**config.mk**
```make
export PLATFORM = sky130hd
export DESIGN_NAME = alu_seq
export DESIGN_NICKNAME = d
export VERILOG_FILES = /design/src/rtl/alu_seq.sv
export SDC_FILE = /design/constraint.sdc
export NUM_CORES = 1
export LEC_CHECK = 0
export ABC_AREA = 1
export BUFFER_PORTS_ARGS = -buffer_cell sky130_fd_sc_hd__buf_2
export CORE_ASPECT_RATIO = 0.75
export CORE_MARGIN = 10
export CORE_UTILIZATION = 25
export CTS_CLUSTER_DIAMETER = 30
export DETAILED_ROUTE_END_ITERATION = 6
export PLACE_DENSITY = 0.45
export SYNTH_ARGS = -nofsm -noshare
export SYNTH_HDL_FRONTEND = slang
export SYNTH_SLANG_ARGS = --single-unit
```
**constraint.sdc**
```tcl
create_clock -name clk -period 4.05 [get_ports clk]
set_input_delay 0.81 -clock clk [delete_from_list [all_inputs] [get_ports clk]]
set_output_delay 0.81 -clock clk [all_outputs]
set_load 0.02 [all_outputs]
```
**src/rtl/alu_seq.sv**
```systemverilog
// alu_seq: registered ALU with a persistent program status register.
//
// Sits between the register-file read ports and write-back. The
// controller offers one operation per cycle on op/a/b with in_valid; an
// operation is taken on any rising edge where in_valid && in_ready.
// Single-cycle ops write result/psr on the accept edge. MUL runs a
// WIDTH-iteration shift-add loop and reports WIDTH+1 edges after accept.
//
// Parameters
//   WIDTH  operand/result width (>= 4)
//   SAW    width of the signed shift amount taken from b[SAW-1:0]
//
// Ports
//   clk        rising-edge clock
//   rst_n      synchronous active-low reset
//   in_valid   op/a/b carry an operation
//   in_ready   block can accept (reset released and not multiplying)
//   op         operation code
//   a, b       operands
//   result     registered result, held until the next producing op
//   out_valid  one-cycle pulse: result is new
//   psr        flags {N, Z, F, L, C}
module alu_seq #(
  parameter int WIDTH = 16,
  parameter int SAW   = $clog2(WIDTH) + 1
) (
  input  logic             clk,
  input  logic             rst_n,
  input  logic             in_valid,
  output logic             in_ready,
  input  logic [3:0]       op,
  input  logic [WIDTH-1:0] a,
  input  logic [WIDTH-1:0] b,
  output logic [WIDTH-1:0] result,
  output logic             out_valid,
  output logic [4:0]       psr
);

  localparam int CW = $clog2(WIDTH);
  localparam logic [CW-1:0] LAST = CW'(WIDTH - 1);

  localparam int FC = 0;
  localparam int FL = 1;
  localparam int FF = 2;
  localparam int FZ = 3;
  localparam int FN = 4;

  localparam logic [3:0] OP_NOP   = 4'd0;
  localparam logic [3:0] OP_ADD   = 4'd1;
  localparam logic [3:0] OP_ADDU  = 4'd2;
  localparam logic [3:0] OP_ADDC  = 4'd3;
  localparam logic [3:0] OP_SUB   = 4'd4;
  localparam logic [3:0] OP_CMP   = 4'd5;
  localparam logic [3:0] OP_ADDCU = 4'd6;
  localparam logic [3:0] OP_AND   = 4'd7;
  localparam logic [3:0] OP_OR    = 4'd8;
  localparam logic [3:0] OP_XOR   = 4'd9;
  localparam logic [3:0] OP_NOT   = 4'd10;
  localparam logic [3:0] OP_LSH   = 4'd11;
  localparam logic [3:0] OP_ASH   = 4'd12;
  localparam logic [3:0] OP_MUL   = 4'd13;
  localparam logic [3:0] OP_PSRW  = 4'd14;

  typedef enum logic {IDLE, MUL} state_t;

  state_t state_q, state_d;
  logic [CW-1:0] cnt;

  logic [WIDTH-1:0] result_p1;
  logic [4:0]       psr_p1;
  logic             vld_p1;

  logic [WIDTH-1:0] mcand, mplier, acc, acc_nxt;

  logic             accept;
  logic [WIDTH:0]   sum_x;
  logic [WIDTH-1:0] alu_res;
  logic [4:0]       alu_psr;
  logic             alu_prod;
  logic signed [WIDTH-1:0] a_s, b_s;

  // Two's-complement overflow: same-sign addends produce opposite-sign sum.
  function automatic logic add_ovf(input logic [WIDTH-1:0] x, input logic [WIDTH-1:0] y,
                                   input logic [WIDTH-1:0] r);
    return (x[WIDTH-1] == y[WIDTH-1]) && (r[WIDTH-1] != x[WIDTH-1]);
  endfunction

  // Subtract overflow: operand signs differ and the result sign left a's sign.
  function automatic logic sub_ovf(input logic [WIDTH-1:0] x, input logic [WIDTH-1:0] y,
                                   input logic [WIDTH-1:0] r);
    return (x[WIDTH-1] != y[WIDTH-1]) && (r[WIDTH-1] != x[WIDTH-1]);
  endfunction

  // Signed variable shift: non-negative amounts shift left, negative amounts
  // shift right by the magnitude. Magnitudes of WIDTH or more saturate to
  // zero, or to all sign bits for an arithmetic right shift.
  function automatic logic [WIDTH-1:0] shift_fn(input logic [WIDTH-1:0] val,
                                                input logic [SAW-1:0]   amt,
                                                input logic             arith);
    logic [SAW-1:0]          mag;
    logic signed [WIDTH-1:0] sval;
    logic [WIDTH-1:0]        r;
    sval = val;
    mag  = amt[SAW-1] ? (~amt + {{(SAW-1){1'b0}}, 1'b1}) : amt;
    if ({1'b0, mag} >= (SAW+1)'(WIDTH))
      r = (amt[SAW-1] && arith) ? {WIDTH{val[WIDTH-1]}} : '0;
    else if (!amt[SAW-1])
      r = val << mag;
    else if (arith)
      r = sval >>> mag;
    else
      r = val >> mag;
    return r;
  endfunction

  assign in_ready = rst_n && (state_q == IDLE);
  assign accept   = in_valid && in_ready;
  assign a_s      = a;
  assign b_s      = b;

  // Single-cycle datapath: computes the result and the PSR that an op would
  // commit if accepted this cycle. Flags not touched by an op pass through.
  always_comb begin
    sum_x    = '0;
    alu_res  = '0;
    alu_psr  = psr_p1;
    alu_prod = 1'b1;
    case (op)
      OP_ADD, OP_ADDC: begin
        sum_x = {1'b0, a} + {1'b0, b} + {{WIDTH{1'b0}}, (op == OP_ADDC) & psr_p1[FC]};
        alu_res     = sum_x[WIDTH-1:0];
        alu_psr[FC] = sum_x[WIDTH];
        alu_psr[FF] = add_ovf(a, b, alu_res);
        alu_psr[FZ] = ~|alu_res;
        alu_psr[FN] = alu_res[WIDTH-1];
      end
      OP_ADDU, OP_ADDCU: begin
        sum_x   = {1'b0, a} + {1'b0, b} + {{WIDTH{1'b0}}, (op == OP_ADDCU) & psr_p1[FC]};
        alu_res = sum_x[WIDTH-1:0];
      end
      OP_SUB: begin
        // The extra top bit of the difference is the borrow (a < b unsigned).
        sum_x       = {1'b0, a} - {1'b0, b};
        alu_res     = sum_x[WIDTH-1:0];
        alu_psr[FC] = sum_x[WIDTH];
        alu_psr[FF] = sub_ovf(a, b, alu_res);
        alu_psr[FZ] = ~|alu_res;
        alu_psr[FN] = alu_res[WIDTH-1];
      end
      OP_CMP: begin
        alu_psr[FZ] = (a == b);
        alu_psr[FL] = (a < b);
        alu_psr[FN] = (a_s < b_s);
      end
      OP_AND:  alu_res = a & b;
      OP_OR:   alu_res = a | b;
      OP_XOR:  alu_res = a ^ b;
      OP_NOT:  alu_res = ~a;
      OP_LSH:  alu_res = shift_fn(a, b[SAW-1:0], 1'b0);
      OP_ASH:  alu_res = shift_fn(a, b[SAW-1:0], 1'b1);
      OP_MUL:  alu_prod = 1'b0;
      OP_PSRW: alu_psr = 5'(b);
      default: alu_prod = 1'b0;
    endcase
  end

  // One shift-add step; on the last iteration this is the final product.
  assign acc_nxt = mplier[0] ? (acc + mcand) : acc;

  always_comb begin
    state_d = state_q;
    case (state_q)
      IDLE:    if (accept && (op == OP_MUL)) state_d = MUL;
      MUL:     if (cnt == LAST) state_d = IDLE;
      default: state_d = IDLE;
    endcase
  end

  // ---- stage p1: accept edge / final multiply edge commits result & psr ----
  always_ff @(posedge clk) begin
    if (!rst_n) begin
      state_q   <= IDLE;
      cnt       <= '0;
      result_p1 <= '0;
      psr_p1    <= '0;
      vld_p1    <= 1'b0;
    end else begin
      state_q <= state_d;
      vld_p1  <= 1'b0;
      if (state_q == IDLE) begin
        if (accept) begin
          if (op == OP_MUL) begin
            cnt <= '0;
          end else if (alu_prod) begin
            result_p1 <= alu_res;
            psr_p1    <= alu_psr;
            vld_p1    <= 1'b1;
          end
        end
      end else begin
        cnt <= cnt + CW'(1);
        if (cnt == LAST) begin
          result_p1  <= acc_nxt;
          psr_p1[FZ] <= ~|acc_nxt;
          psr_p1[FN] <= acc_nxt[WIDTH-1];
          vld_p1     <= 1'b1;
        end
      end
    end
  end

  // Multiplier operand/accumulator registers: loaded at accept, so they need
  // no reset; an aborted multiply simply leaves stale values behind.
  always_ff @(posedge clk) begin
    if (accept && (op == OP_MUL)) begin
      mcand  <= a;
      mplier <= b;
      acc    <= '0;
    end else if (state_q == MUL) begin
      mcand  <= mcand << 1;
      mplier <= mplier >> 1;
      acc    <= acc_nxt;
    end
  end

  assign result    = result_p1;
  assign psr       = psr_p1;
  assign out_valid = vld_p1;

endmodule

```
==> run metrics, run 1 <==
status=completed; DRC violation count after routing=0; most frequent standard cell in the layout excluding fill and tap cells=nand2_1; initial antenna violation count=0; highest net fanout along the worst path=7; Fin Hold WS=0.487 ns; Final Cycle Share=0.871; Final Hold Fails=0; Net Count, Synth=1763; routed wire length=47900 um; class of the most critical setup path=input pin to flip-flop; post_cts resized=0; critical path arrival=between 3 and 4 ns; RSZ-0062 raised after global routing=false; top achievable clock speed=0.284 GHz; clock sink count=75; number of flip-flops and latches in the synthesized netlist=75; share of cells above drive strength 1=0.138; wire length of the first global-routing pass=just over 70000 um; clock transition at the register clock pins on the worst setup and hold paths after CTS=0.07 ns; power density normalized to cell area=306 mW/mm^2; Wirelength per Cell=21.3 um; number of synthesized flops with an enable pin=32; die width=around 250 um; post-layout instance area=0.0113 mm^2; die footprint=0.0482 mm^2; largest cells by area after synthesis=nand2_1 17%, edfxtp_1 9.7%, ha_1 8.8%, dfxtp_1 8.7%, o21ai_0 8.5%; buffer levels on the longest clock path=2; total routing resource utilization after global routing=0.194; cell row count=63; Avg Inst Size Synth=6.01 um^2; type of the tightest min-delay check=flip-flop to flip-flop; fraction of registers with async set or reset after synthesis=0; vias per std cell=between 5 and 6; final total negative setup slack=0 ns; worst clock skew=approximately 0.021 ns; total count of max-transition violations in the final report=0; cts hold-fix bufs=0; number of unique standard cell types used by synthesis=60; number of violations reported at the end of detailed-routing iteration 0=~1200; Final setup viols=0; Least-Margin Pin Slew=0.848 ns; capturing element type of the critical path=flip-flop; max-capacitance violation count=0; Top FF cell, synth=dfxtp_1; max_slew headroom=0.435; remaining global-route overflow=0; clock latency of the later-clocked register in the worst-skew pair=0.38 ns; TritonCTS clock tree=built; net total in the final layout=1834; number of primary I/O pins=62; Final HPWL DP=~40000 um; post-layout utilization of the core=0.288; top cell type's share of synthesized area=0.175; placed cell areas=0.0110 mm^2; largest net degree at the start of global routing=65; core box area=0.0393 mm^2; peak ir drop on the vdd network=0.000216 V; post-layout min period=between 3 and 4 ns; vias in the first global route=between 10000 and 15000; CTS Buf Count=9; Initial DRT Pass Iterations=5; count of antenna diodes in the layout=0; Setup Fix Bufs, Post-CTS=0; signed area change from the synthesized netlist to the final layout=14.2%; antenna violation net count after detailed routing=0; Synth Cell Area=about 0.0099 mm^2; YS warnings=0; most frequent cells in the layout=461 x nand2_1, 186 x inv_1, 168 x o21ai_0, 144 x nor2_1, 139 x nand3_1; fraction of the yosys area taken by sequential cells=0.184; CP required=4.31 ns; final weighted congestion in routability-driven placement=0.959; startpoint class of the critical path=input pin; effective utilization at floorplan=0.252; H-tree depth=3; leading area contributor after synthesis=nand2_1; cells after synthesis=1651; CTS Root Cell=clkbuf_16; height of the chip=193 um; static leakage=around 5.4 nW; total number of vias=11644; input/output buffers=between 60 and 70
==> flip-flops by register name, summed over array words and instances, names as in the netlist <==
name,flops
acc,16
mcand,16
mplier,16
result,16
psr,5
cnt,4
out_valid,1
state_q,1
==> stage by stage <==
stage | std cells | power [mW] | setup slack [ns]
after global placement | 2231 | 2.58 | 0.211
after global routing | 2247 | 3.70 | 0.271
after floorplan | 1651 | 2.03 | 0.750
final | 2247 | 3.47 | 0.524
after CTS | 2247 | 3.46 | 0.593
after detailed placement | 2231 | 2.57 | 0.205
==> cell usage after synthesis, types with 4 or more instances <==
cell / n
a21oi_1: 77
a221oi_1: 12
a31oi_1: 10
buf_2: 12
buf_4: 11
buf_6: 14
clkbuf_1: 30
dfxtp_1: 43
edfxtp_1: 32
ha_1: 70
inv_1: 186
inv_2: 10
nand2_1: 462
nand2_2: 30
nand2_4: 5
nand3_1: 139
nand3_2: 6
nand3b_1: 4
nand4_1: 17
nor2_1: 144
nor2_2: 12
nor2_4: 5
nor3_1: 19
o2111ai_1: 7
o211ai_1: 14
o21ai_0: 168
o21ai_1: 11
o21bai_1: 9
o221ai_1: 4
o22ai_1: 18
or2_2: 9
xnor2_1: 5
xor2_1: 14
==> logic make-up (layout without fill, tap and decap cells) <==
family                   after synthesis  count (layout)  share of synthesized area
buffers and inverters                270             346                      0.119
AND/OR/NAND/NOR                      861             861                      0.381
AO/OA/AOI/OAI                        353             353                      0.206
adder cells (fa/ha/maj)               73              73                     0.0943
flip-flops                            75              75                      0.184
XOR/XNOR                              19              19                     0.0168
==> worst max-delay path: stages <==
cell and delay [ns]:
buf_2 0.16, ha_1 0.31, inv_1 0.12, fa_1 0.49
inv_1 0.13, ha_1 0.19, inv_1 0.05, nor2_1 0.22
nand2_1 0.14, nor2_1 0.28, inv_1 0.12, nor2_1 0.10
inv_1 0.06, o211ai_1 0.23, o2111ai_1 0.19, nand2_1 0.13
a21oi_1 0.07
==> final cells by class <==
| class | instances | area (um^2) |
|---|---|---|
| clock buffer | 13 | 255 |
| sequential | 75 | 1820 |
| fill | 4483 | 28000 |
| timing repair buffer | 130 | 861 |
| clock inverter | 3 | 45.0 |
| multi-input combinational | 1306 | 6940 |
| inverter | 200 | 756 |
| tap | 520 | 651 |
==> path summary, 6_finish.rpt <==
| kind | from | end | slack, ns | cells after the start |
|---|---|---|---|---|
| setup reg to reg | psr[0]$_SDFFE_PN0P_ | result[10]$_SDFFE_PN0P_ | 1.17 | 15 |
| setup / recovery | b[0] | result[10]$_SDFFE_PN0P_ | 0.52 | 17 |
| hold reg to reg | cnt[1]$_SDFFE_PN0P_ | cnt[1]$_SDFFE_PN0P_ | 0.49 | 2 |
| hold / removal | cnt[1]$_SDFFE_PN0P_ | cnt[1]$_SDFFE_PN0P_ | 0.49 | 2 |
==> where the power goes <==
part	internal, mW	switching [mW]
Clock	0.508	0.379
Sequential	0.854	0.0563
Combinational	0.522	1.15
Total	1.88	1.59
==> per-layer routing <==
layer | global-route usage | share of wire
met5 | 0 | 0
met4 | 0.0472 | 0.023
met3 | 0.0394 | 0.070
met2 | 0.297 | 0.42
met1 | 0.274 | 0.48
(Power assumes the default switching activity.)
==> run 2, diff against run 1 <==
CORE_UTILIZATION = 40   (was 25)
CTS_CLUSTER_SIZE = 8   (was unset)
PLACE_DENSITY = 0.61   (was 0.45)
==> run metrics, run 2 (synthesized netlist as in run 1, its figures left out) <==
Final setup viols=0; share of cells above drive strength 1=0.128; core box area=0.0242 mm^2; max_slew headroom=0.187; CTS Root Cell=clkbuf_16; signed area change from the synthesized netlist to the final layout=10.1%; top achievable clock speed=0.296 GHz; most frequent cells in the layout=461 x nand2_1, 186 x inv_1, 168 x o21ai_0, 144 x nor2_1, 139 x nand3_1; post-layout utilization of the core=0.451; DRC violation count after routing=0; post_cts resized=0; startpoint class of the critical path=input pin; static leakage=5.34 nW; antenna violation net count after detailed routing=0; RSZ-0062 raised after global routing=false; wire length of the first global-routing pass=66400 um; vias in the first global route=10525; effective utilization at floorplan=0.410; total routing resource utilization after global routing=0.274; height of the chip=156 um; final total negative setup slack=0 ns; clock sink count=between 70 and 80; TritonCTS clock tree=built; CP required=4.30 ns; clock transition at the register clock pins on the worst setup and hold paths after CTS=0.06 ns; type of the tightest min-delay check=flip-flop to flip-flop; power density normalized to cell area=310 mW/mm^2; capturing element type of the critical path=flip-flop; status=completed; number of primary I/O pins=just over 60; H-tree depth=3; Final HPWL DP=36900 um; vias per std cell=5.74; cell row count=49; fin worst setup slack=~0.67 ns; Final Hold Fails=0; CTS Buf Count=9; routed wire length=44700 um; buffer levels on the longest clock path=2; remaining global-route overflow=0; Least-Margin Pin Slew=about 1.2 ns; most frequent standard cell in the layout excluding fill and tap cells=nand2_1; highest net fanout along the worst path=6; max-capacitance violation count=0; Initial DRT Pass Iterations=6; final weighted congestion in routability-driven placement=1.04; Fin Hold WS=0.477 ns; post-layout min period=3.38 ns; class of the most critical setup path=input pin to flip-flop; total chip power=3.38 mW; Setup Fix Bufs, Post-CTS=0; Setup Slack @ Placement=0.378 ns; cts hold-fix bufs=0; total count of max-transition violations in the final report=0; number of violations reported at the end of detailed-routing iteration 0=1575; input/output buffers=61; count of antenna diodes in the layout=0; Wirelength per Cell=between 20 and 25 um; die footprint=between 0.03 and 0.04 mm^2; die width=roughly 200 um; total number of vias=11710; worst clock skew=0.00614 ns; peak ir drop on the vdd network=0.000204 V; clock latency of the later-clocked register in the worst-skew pair=~0.36 ns; critical path arrival=~3.6 ns; initial antenna violation count=0; net total in the final layout=1816; Final Cycle Share=0.835; largest net degree at the start of global routing=65
run 2: worst paths after layout:
| check | slack (ns) | to | from | depth (start not counted) |
|---|---|---|---|---|
| hold reg to reg | 0.48 | acc[12]$_SDFFE_PP0P_ | acc[12]$_SDFFE_PP0P_ | 2 |
| hold / removal | 0.48 | acc[12]$_SDFFE_PP0P_ | acc[12]$_SDFFE_PP0P_ | 2 |
| setup reg to reg | 0.81 | psr[3]$_SDFFE_PN0P_ | mcand[0]$_SDFFCE_PN0P_ | 20 |
| setup / recovery | 0.67 | result[10]$_SDFFE_PN0P_ | b[1] | 19 |
run 2: where the power goes:
group	switching, mW	internal [mW]	leakage [nW]
Sequential	0.0471	0.854	0.646
Combinational	1.16	0.506	4.55
Clock	0.347	0.467	0.142
run 2: critical path: stages:
cell and delay, ns:
buf_2 0.14, inv_1 0.13, buf_4 0.19, ha_1 0.33, nand2_1 0.06, nand2_1 0.20, nand3_2 0.14, nand2_2 0.17
nand2_1 0.09, nand2_2 0.15, nand2_2 0.09, nor2_1 0.33, inv_1 0.15, nor2_1 0.11, inv_1 0.07, o211ai_1 0.16
o2111ai_1 0.15, nand2_1 0.09, a21oi_1 0.06
run 2: metrics by stage:
step                      cells  instance area, um^2
after CTS                  2040                10900
after global routing       2040                10900
after floorplan            1651                 9930
final                      2040                10900
after detailed placement   2024                10600
after global placement     2024                10600
run 2: per-layer routing:
layer	vias to the layer above	track usage	wire (um)
li1	5570	-	-
met1	5470	0.418	22200
met2	605	0.355	16400
met3	63	0.0825	5160
met4	2	0.0657	911
met5	-	0.0155	65
run 2: cell type report:
type / instances / area (um^2)
fillers: 2627 / 13300
multi-input cells: 1306 / 6940
flip-flops and latches: 75 / 1820
inverters: 200 / 756
repair buffers: 112 / 701
well taps: 331 / 414
clock buffers: 12 / 268
clock inverters: 4 / 22.5
==> run 3, diff against run 2 <==
PLACE_DENSITY = 0.64   (was 0.61)
clock period = 2.8 ns   (was 4.05 ns; I/O delays follow)
==> run metrics, run 3 (synthesized netlist as in run 1, its figures left out) <==
vias per std cell=5.47; violations in the final reports=setup timing; CP required=3.04 ns; signed area change from the synthesized netlist to the final layout=42.2%; height of the chip=roughly 160 um; wire length of the first global-routing pass=72200 um; CTS Root Cell=clkbuf_16; clock latency of the later-clocked register in the worst-skew pair=0.36 ns; Final HPWL DP=approximately 40000 um; die footprint=0.0316 mm^2; total routing resource utilization after global routing=0.300; die width=202 um; cts hold-fix bufs=0; Final Hold Fails=0; post-layout min period=2.86 ns; Wirelength per Cell=between 20 and 25 um; most frequent standard cell in the layout excluding fill and tap cells=nand2_1; Placed Instances=approximately 2300; clock sink count=75; status=finished, violations left; most frequent cells in the layout=434 x nand2_1, 370 x buf_4, 180 x inv_1, 147 x o21ai_0, 131 x nand3_1; number of violations reported at the end of detailed-routing iteration 0=1646; TritonCTS clock tree=built; static leakage=7.09 nW; total number of vias=12986; startpoint class of the critical path=input pin; clock transition at the register clock pins on the worst setup and hold paths after CTS=around 0.06 ns; number of primary I/O pins=62; share of cells above drive strength 1=0.322; RSZ-0062 raised after global routing=true; Initial DRT Pass Iterations=7; count of antenna diodes in the layout=0; CTS Buf Count=9; Filler Cells Inserted=2408; total chip power=5.89 mW; highest net fanout along the worst path=16; Least-Margin Pin Slew=0.916 ns; top achievable clock speed=0.350 GHz; power density normalized to cell area=417 mW/mm^2; max-capacitance violation count=0; final weighted congestion in routability-driven placement=between 1 and 1.5; capturing element type of the critical path=flip-flop; core box area=0.0242 mm^2; final standard cell count with taps included and fillers excluded=2374; critical path arrival=between 3 and 4 ns; H-tree depth=3; remaining global-route overflow=0; antenna violation net count after detailed routing=0; max_slew headroom=0.389; fin worst setup slack=-0.0589 ns; met3 demand-to-capacity share in global routing=0.116; buffer levels on the longest clock path=2; net total in the final layout=between 2000 and 2500; effective utilization at floorplan=0.410; GR peak layer=met1; area occupied by multi-input gates=0.00745 mm^2; DRC violation count after routing=0; routed wire length=~50000 um; total count of max-transition violations in the final report=0; peak ir drop on the vdd network=between 0.0003 and 0.0004 V; type of the tightest min-delay check=flip-flop to flip-flop; Sequential Area=roughly 0.0018 mm^2; Final setup viols=1; global-route track usage on met1=0.432; input/output buffers=61; GR Util met2=0.409; class of the most critical setup path=input pin to flip-flop; vias in the first global route=11723; initial antenna violation count=0; Fin Hold WS=~0.47 ns; cell row count=49; Final Cycle Share=1.02; final total negative setup slack=-0.0589 ns; worst clock skew=roughly 0.0070 ns; largest net degree at the start of global routing=between 50 and 60
-- run 3: cell types whose count changed in the layout (fill, tap and decap cells not counted), sizes merged --
| cell | previous run | this run |
|---|---|---|
| inv | 199 | 200 |
| buf | 112 | 443 |
| o21ai | 181 | 182 |
| bufinv | 0 | 1 |
-- run 3: layer usage --
layer	part of all wire	wire (um)
met1	0.46	23100
met3	0.13	6620
met5	0	0
met4	0.017	821
met2	0.39	19100
-- run 3: where the power goes --
group          total [mW]  switching [mW]  internal, mW
Sequential           1.30          0.0655          1.24
Clock                1.28           0.525         0.752
Combinational        3.31            1.98          1.34
-- run 3: area by class of cell --
type	count	share of cell area
multi-input cells	1307	0.528
repair buffers	445	0.237
flip-flops and latches	75	0.129
inverters	200	0.0540
well taps	331	0.0293
clock buffers	10	0.0177
clock inverters	6	0.00479
-- run 3: final timing paths --
check                                            start  slack (ns)  cells past startpoint                     end
worst min register to register     acc[9]$_SDFFE_PP0P_        0.47                      2     acc[9]$_SDFFE_PP0P_
worst max-delay path                              b[1]       -0.06                     15  result[6]$_SDFFE_PN0P_
worst max register to register  mcand[0]$_SDFFCE_PN0P_        0.08                     20     psr[3]$_SDFFE_PN0P_
worst min-delay path               acc[9]$_SDFFE_PP0P_        0.47                      2     acc[9]$_SDFFE_PP0P_
-- run 3: repair_timing --
action	in CTS	in global routing
setup endpoints to repair	12	19
pin swaps	6	37
endpoints found under the hold margin	0	0
resized for setup	14	149
cloned	0	3
setup buffers	2	15
-- run 3: worst max-delay path, cell delays in order --
cell and delay, ns:
buf_2 0.11, inv_2 0.08, ha_2 0.30, o21ai_2 0.19, buf_12 0.17, buf_4 0.13, o21ai_0 0.21, nand2_1 0.17
o211ai_1 0.12, o21ai_0 0.17, nand2_1 0.10, a31oi_1 0.24, o2111ai_1 0.24, a21oi_1 0.25, nor2_1 0.06
-- run 3: per-stage QoR --
step	cell area (um^2)	worst slack [ns]	util
global placement	13100	-0.574	0.539
detailed placement	13100	-0.530	0.539
floorplan	9940	0.00502	-
CTS	13400	-0.0177	0.555
global route	14100	-0.157	0.583
finish	14100	-0.0589	0.583
